--- src/rtl/hpu_acc_pkg.sv ---
// Shared types, increment encodings and helpers for the bit-bundling accumulator.
package hpu_acc_pkg;

  localparam int MAX_CNT_W = 32;

  typedef enum logic [1:0] {
    ACC  = 2'd0,
    BIN  = 2'd1,
    HOLD = 2'd2
  } state_t;

  localparam logic signed [1:0] SEL_PLUS    = 2'sb01;
  localparam logic signed [1:0] SEL_MINUS   = 2'sb11;
  localparam logic signed [1:0] SEL_ZERO    = 2'sb00;
  localparam logic        [1:0] SEL_ILLEGAL = 2'b10;

  // Widen a 2-bit increment by replicating its sign bit; callers narrow to CNT_W.
  function automatic logic signed [MAX_CNT_W-1:0] sext_inc(input logic signed [1:0] inc);
    return {{(MAX_CNT_W-2){inc[1]}}, inc};
  endfunction

endpackage

--- src/rtl/bit_accumulator_lane.sv ---
// One signed per-lane bundle counter (module acc_lane).
// Saturating arithmetic is selected by the BIT_ACC_SATURATE_EN macro.
module acc_lane
  import hpu_acc_pkg::*;
#(
  parameter int CNT_W = 8
) (
  input  logic       clk,
  input  logic       rst_n,
  input  logic [1:0] inc,
  input  logic       en,
  input  logic       clr,
  output logic       sign,
  output logic       illegal,
  output logic       ovf
);

  logic signed [CNT_W-1:0] cnt;
  logic signed [CNT_W-1:0] inc_ext;
  logic signed [CNT_W-1:0] cnt_nxt;
`ifdef BIT_ACC_SATURATE_EN
  logic signed [CNT_W:0]   sum;
  logic                    ovf_raw;
`endif

  always_comb begin
    illegal = en && (inc == SEL_ILLEGAL);
    // An illegal code contributes nothing rather than its -2 two's-complement value.
    inc_ext = (inc == SEL_ILLEGAL) ? '0 : CNT_W'(sext_inc(inc));
`ifdef BIT_ACC_SATURATE_EN
    sum     = {cnt[CNT_W-1], cnt} + {inc_ext[CNT_W-1], inc_ext};
    ovf_raw = sum[CNT_W] ^ sum[CNT_W-1];
    if (ovf_raw) begin
      cnt_nxt = sum[CNT_W] ? {1'b1, {(CNT_W-1){1'b0}}} : {1'b0, {(CNT_W-1){1'b1}}};
    end else begin
      cnt_nxt = sum[CNT_W-1:0];
    end
    ovf = en && ovf_raw;
`else
    cnt_nxt = cnt + inc_ext;
    ovf     = 1'b0;
`endif
  end

  always_ff @(posedge clk or negedge rst_n) begin
    if (!rst_n) begin
      cnt <= '0;
    end else if (clr) begin
      cnt <= '0;
    end else if (en) begin
      cnt <= cnt_nxt;
    end
  end

  assign sign = cnt[CNT_W-1];

endmodule

--- src/rtl/bit_accumulator.sv ---
// Per-lane bundling accumulator: sums +1/-1/0 increments, binarizes by sign on the last item.
// Optional macro BIT_ACC_SATURATE_EN selects clamping counters with a sticky ovf flag.
module bit_accumulator
  import hpu_acc_pkg::*;
#(
  parameter int LANES = 32,
  parameter int CNT_W = 8
) (
  input  logic               clk,
  input  logic               rst_n,
  input  logic [2*LANES-1:0] sel_bits,
  input  logic               in_valid,
  input  logic               in_last,
  output logic               in_ready,
  output logic [LANES-1:0]   out_bits,
  output logic               out_valid,
  input  logic               out_ready,
  output logic               err,
  output logic               ovf
);

  state_t           state;
  state_t           state_nxt;
  logic             acc_en;
  logic             clr;
  logic [LANES-1:0] signs;
  logic [LANES-1:0] lane_ill;
  logic [LANES-1:0] lane_ovf;

  for (genvar i = 0; i < LANES; i++) begin : g_lane
    acc_lane #(
      .CNT_W(CNT_W)
    ) u_lane (
      .clk    (clk),
      .rst_n  (rst_n),
      .inc    (sel_bits[2*i+1:2*i]),
      .en     (acc_en),
      .clr    (clr),
      .sign   (signs[i]),
      .illegal(lane_ill[i]),
      .ovf    (lane_ovf[i])
    );
  end

  always_ff @(posedge clk or negedge rst_n) begin
    if (!rst_n) begin
      state <= ACC;
    end else begin
      state <= state_nxt;
    end
  end

  always_comb begin
    state_nxt = state;
    in_ready  = 1'b0;
    out_valid = 1'b0;
    acc_en    = 1'b0;
    clr       = 1'b0;
    case (state)
      ACC: begin
        in_ready = 1'b1;
        acc_en   = in_valid;
        if (in_valid && in_last) state_nxt = BIN;
      end
      BIN: begin
        clr       = 1'b1;
        state_nxt = HOLD;
      end
      HOLD: begin
        out_valid = 1'b1;
        if (out_ready) state_nxt = ACC;
      end
      default: state_nxt = ACC;
    endcase
  end

  // Result register loads on the BIN edge, the same edge that clears the counters.
  always_ff @(posedge clk or negedge rst_n) begin
    if (!rst_n) begin
      out_bits <= '0;
      err      <= 1'b0;
      ovf      <= 1'b0;
    end else begin
      if (state == BIN) out_bits <= signs;
      err <= err | (|lane_ill);
      ovf <= ovf | (|lane_ovf);
    end
  end

endmodule

--- config.mk ---
export PLATFORM = sky130hd
export DESIGN_NAME = bit_accumulator
export DESIGN_NICKNAME = d
export VERILOG_FILES = /design/src/rtl/hpu_acc_pkg.sv /design/src/rtl/bit_accumulator_lane.sv /design/src/rtl/bit_accumulator.sv
export SDC_FILE = /design/constraint.sdc
export NUM_CORES = 1
export LEC_CHECK = 0
export CORE_UTILIZATION = 45
export DETAILED_ROUTE_END_ITERATION = 7
export GPL_ROUTABILITY_DRIVEN = 0
export SKIP_LAST_GASP = 1
export SLEW_MARGIN = 10
export SYNTH_ARGS = -nofsm -noshare
export SYNTH_HDL_FRONTEND = slang
export SYNTH_SLANG_ARGS = --single-unit
--- constraint.sdc ---
create_clock -name clk -period 5.76 [get_ports clk]
set_clock_uncertainty 0.2 [all_clocks]
set_input_delay 1.44 -clock clk [delete_from_list [all_inputs] [get_ports clk]]
set_output_delay 1.44 -clock clk [all_outputs]
set_load 0.02 [all_outputs]
After elaboration in Yosys (flattened, before gate mapping)

Cells that the tools add are included.

Register bits: 291
Output and inout port bits: 36
Word-level logic and storage cells: 244

Add/sub/neg operators: 32
Equality and inequality tests: 36
Multiplexer cells: 103
Bitwise operators: 1
Reduce and logical (&&, ||, !) cells: 37

Operator list:

| kind               | number |
|---|---|
| $mux 8             | 96 |
| $add 8x8->8        | 32 |
| $eq 2x2->1 const B | 33 |
| $logic_and 1x1->1  | 33 |
| $reduce_or 32->1   | 1 |
| $pmux 2 s3         | 1 |
| $mux 1             | 4 |
| $mux 2             | 2 |
| $ne 2x2->1 const B | 2 |
| $eq 2x1->1 const B | 1 |
| $logic_not 2->1    | 1 |
| $reduce_and 2->1   | 1 |
| $reduce_bool 2->1  | 1 |
| $or 1x1->1         | 1 |

Longest topological paths before layout

Depth after elaboration: 5
Depth in mapped cells: 9
Mapped depth without buffers: 9

Hierarchy

From an unflattened synthesis, not the netlist that was laid out.

Cells, all modules: 2479
Area, all modules: 23816.6 sq um

Modules (own cells, without submodules):

| module                           | times used | cells each | area each (sq um) |
|---|---|---|---|
| acc_lane at g_lane[0].u_lane ... | 22         | 73         | 676.9 |
| acc_lane at g_lane[2].u_lane ... | 10         | 77         | 728.2 |
| bit_accumulator                  | 1          | 103        | 1642.8 |

Worst setup path after synthesis

OpenSTA, ideal clock, no wires.

Path kind: input to register
From: in sel_bits[62]
To: reg g_lane[31].u_lane.cnt[7]
Setup time: 121 ps
Data arrival time: 3238 ps
Slack: 2201 ps
Cell stages on the path: 9
Path through: nand2_1 > clkinv_1 > ha_1 > nand4_1 > a221oi_1 > a211oi_1 > xnor2_1 > o21ai_0 > a22o_1

Cells in the longest elaborated chain, start to end: 5

RTL lines:

| item                 | line                       | text |
|---|---|---|
| from (decl)          | bit_accumulator.sv:11      | `input logic [2*LANES-1:0] sel_bits,` |
| $eq 2x2->1           | bit_accumulator_lane.sv:29 | `inc_ext = (inc == SEL_ILLEGAL) ? '0 : CNT_W'(sext_inc(inc));` |
| $mux 8 *             | bit_accumulator_lane.sv:29 |  |
| $add 8x8->8 *        | bit_accumulator_lane.sv:40 | `cnt_nxt = cnt + inc_ext;` |
| $mux 8 *             | bit_accumulator_lane.sv:50 | `end else if (en) begin` |
| $mux 8 *             | bit_accumulator_lane.sv:48 | `end else if (clr) begin` |
| to (signal assigned) | bit_accumulator_lane.sv:51 | `cnt <= cnt_nxt;` |
| to (decl)            | bit_accumulator_lane.sv:18 | `logic signed [CNT_W-1:0] cnt;` |

Every way passes the cells marked *; elsewhere a longest branch is shown, timed or not. The select of a mux whose other input is x is not followed.
A chain may end at the register's enable or synchronous reset.

Worst setup path after layout

Ends and elaborated chain as after synthesis.

==> metrics.txt <==
core area 44,510 um^2; CTS Buf Count 38; CP Cell Sequence clkdlybuf4s50_1 -> nand2_1 -> clkinv_1 -> ha_1 -> nand4_1 -> a221oi_1 -> a211oi_1 -> xnor2_1 -> o21ai_0 -> a22o_1; Die Height 214.9 um; drt first pass iters 5; Cells after DPL 3,108; Setup Crit Path Kind input port to register; top-level I/O count 105; Synth Instances 2,537; hold_ws 282.2 ps; power per standard cell area 453.9 nW/um^2; drt wl/cell 15.08 um; post-synthesis xor/xnor area fraction 7.169%; # Post-CTS Setup Buffers 0; # hold bufs at CTS 0; Cell Int Power 6.339 mW; FP Rows 77; crit path launch type input port; Post-synth top flop dfrtp_1; adder-cell area share of the yosys netlist 10.11%; CP max-delay cell clkdlybuf4s50_1; synthesized cell area 20,400 um^2; Leak 10.44 nW; endpoints failing setup 0; combinational share of power 40.7%; Fmax 254.5 MHz; compound-cell area share of the yosys netlist 16.95%; RSZ-0062 raised after global routing false; clock share of power 22.1%; Sequential Power Share 37.2%; initial antenna violation count 4; pre-CTS setup slack 1240 ps; Worst-path clk slew 60 ps; CTS max path bufs 3; post-route cell area 23,060 um^2; DP HPWL 31,920 um; starting density of the core 45.84%; Post-synth ARST share 100.0%; synthesized area per cell 8.042 um^2; synth warn 0; routed via count 17,397; Die ar. 46,190 um^2; Hold Vio Cnt, Final 0; worst setup margin 1831 ps; DRT iter0 DRCs 1,105; layout cells sized above 1 4.882%; CP Data Arrival Time 4170 ps; relative slew slack 41.89%; syn_nets 2,766; Hold Path Class register to register; vias in the first global route 16,625; Seq/Total Area, Yosys 35.69%; CTS tree yes; via/cell ratio 5.479; Synth Area in Simple Gates 22.15%; placed instance area 21,860 um^2; Routed Antenna Nets 0; crit end category register; Psw 4.131 mW; first-pass GRT wire length 80,960 um; CTS resizes 0; largest family of logic cells by synthesized area simple AND/OR/NAND/NOR gates; Layout area overhead 13.05%; outcome completed; Worst-Margin Slew 871.6 ps; Chip Width 214.9 um; TritonCTS Sinks 291; Sw Share 39.45%; global route total overflow 0; CP max stage delay 520 ps; CP required 6000 ps; max-capacitance violation count 0; Root Driver clkbuf_16; worst skew pair latency 560 ps; Port Buffers 103; largest net degree at the start of global routing 105; fin. max-slew vios 0; filler cell count 4,224; mux cell area share after synthesis 3.336%; CP max FO 8; Finished Layout Cells 3,175; #FFs+latches synth 291; Max VDD drop 0.2184 mV; DRC 0; GRT Total Usage 20.89%; Tmin final 3929 ps; synth unique cells 62; Setup TNS Final 0 ps; final worst-path cycle share 68.22%; H-Tree Depth 2; nets@finish 2,785; number of enable flip-flop cells after synthesis 0; routed wire length 47,890 um
==> synth_stat cells, drive strengths merged (27+ instances only) <==
cell type	instances	area, um^2
nor2b	27	168.9
o31ai	35	262.8
clkbuf	118	442.9
ha	160	2002
inv	102	385.4
xor2	96	840.8
o21ai	289	1450
mux2	32	360.4
nor2	233	874.6
a21oi	119	595.6
a31oi	30	187.7
nor3	34	170.2
dfrtp	291	7282
xnor2	71	621.9
or2	27	168.9
mux2i	32	320.3
nand2	469	1768
or3	28	176.4
nand3	93	465.5
==> stage by stage <==
| step | power [mW] | util [%] |
|---|---|---|
| floorplan | 7.142 | - |
| global placement | 8.033 | 49.11 |
| detailed placement | 8.200 | 49.11 |
| CTS | 10.58 | 51.81 |
| global route | 11.41 | 51.81 |
| finish | 10.47 | 51.82 |
==> layout by cell type (no fill, tap or decap), types with 30 or more instances in the layout <==
| master | count |
|---|---|
| nand3_1 | 93 |
| nor2_1 | 232 |
| xor2_1 | 96 |
| a21oi_1 | 119 |
| o21ai_0 | 234 |
| xnor2_1 | 71 |
| clkdlybuf4s50_1 | 102 |
| o31ai_1 | 35 |
| ha_1 | 160 |
| nand2_1 | 467 |
| clkbuf_16 | 39 |
| inv_1 | 96 |
| dfrtp_1 | 291 |
| a31oi_1 | 30 |
| mux2_2 | 32 |
| mux2i_1 | 32 |
| o21ai_1 | 54 |
| nor3_1 | 34 |
==> power by group through the flow <==
stage / Clock (mW) / Sequential, mW / Combinational (mW)
after global placement: 0 / 3.88 / 4.15
final: 2.32 / 3.89 / 4.26
after CTS: 2.39 / 3.89 / 4.30
after global routing: 2.46 / 4.05 / 4.90
after floorplan: 0 / 3.55 / 3.59
after detailed placement: 0 / 3.91 / 4.29
==> registers in the layout, indices dropped and copies added (netlist names) <==
register           cells
g_lane.u_lane.cnt    256
state                  2
out_bits              32
err                    1
==> kinds of logic (layout without fill, tap and decap cells) <==
group	after synthesis	count (layout)
AOI/OAI and AO/OA	592	592
xor gates and xnor gates	167	167
adders and majority gates	166	166
buffers and inverters	242	286
DFF	291	291
muxes	64	64
other	1	3
and+or+nand+nor	1014	1014
==> routing by layer <==
layer / vias to the layer above / GRT usage [%] / wire [um]
met4: 6 / 6.000 / 938
met3: 71 / 3.666 / 1792
met5: - / 0 / 40
met1: 8226 / 27.09 / 22710
li1: 8878 / - / -
met2: 216 / 35.50 / 22410
==> worst max-delay path: cells and delay by family <==
family          cells  cell delay, ps
compound gates      4             860
fa+ha+maj           1             470
simple gates        2             390
xor+xnor            1             190
buf+inv             2             820
==> final timing paths <==
check / start / end / slack [ps] / depth (start not counted)
max: sel_bits[62] / g_lane[31].u_lane.cnt[7] / 1830 / 10
min: g_lane[26].u_lane.cnt[4] / g_lane[26].u_lane.cnt[4] / 280 / 1
max reg2reg: state[1] / g_lane[21].u_lane.cnt[7] / 3100 / 6
min reg2reg: g_lane[26].u_lane.cnt[4] / g_lane[26].u_lane.cnt[4] / 280 / 1
max in group asynchronous: rst_n / g_lane[21].u_lane.cnt[5] / 3580 / 2
min in group asynchronous: rst_n / g_lane[10].u_lane.cnt[4] / 700 / 1
==> final cells by class <==
class                   count  area [um^2]  share of cell area [%]
well taps                 592        740.7                   3.211
repair buffers            118         1236                   5.360
clock buffers              54         1112                   4.823
inverters                 103        389.1                   1.687
diodes                      2        5.005                 0.02170
clock inverters            11        86.33                  0.3743
flip-flops and latches    291         7282                   31.57
multi-input cells        2004        12210                   52.95
(Power assumes the default switching activity.)
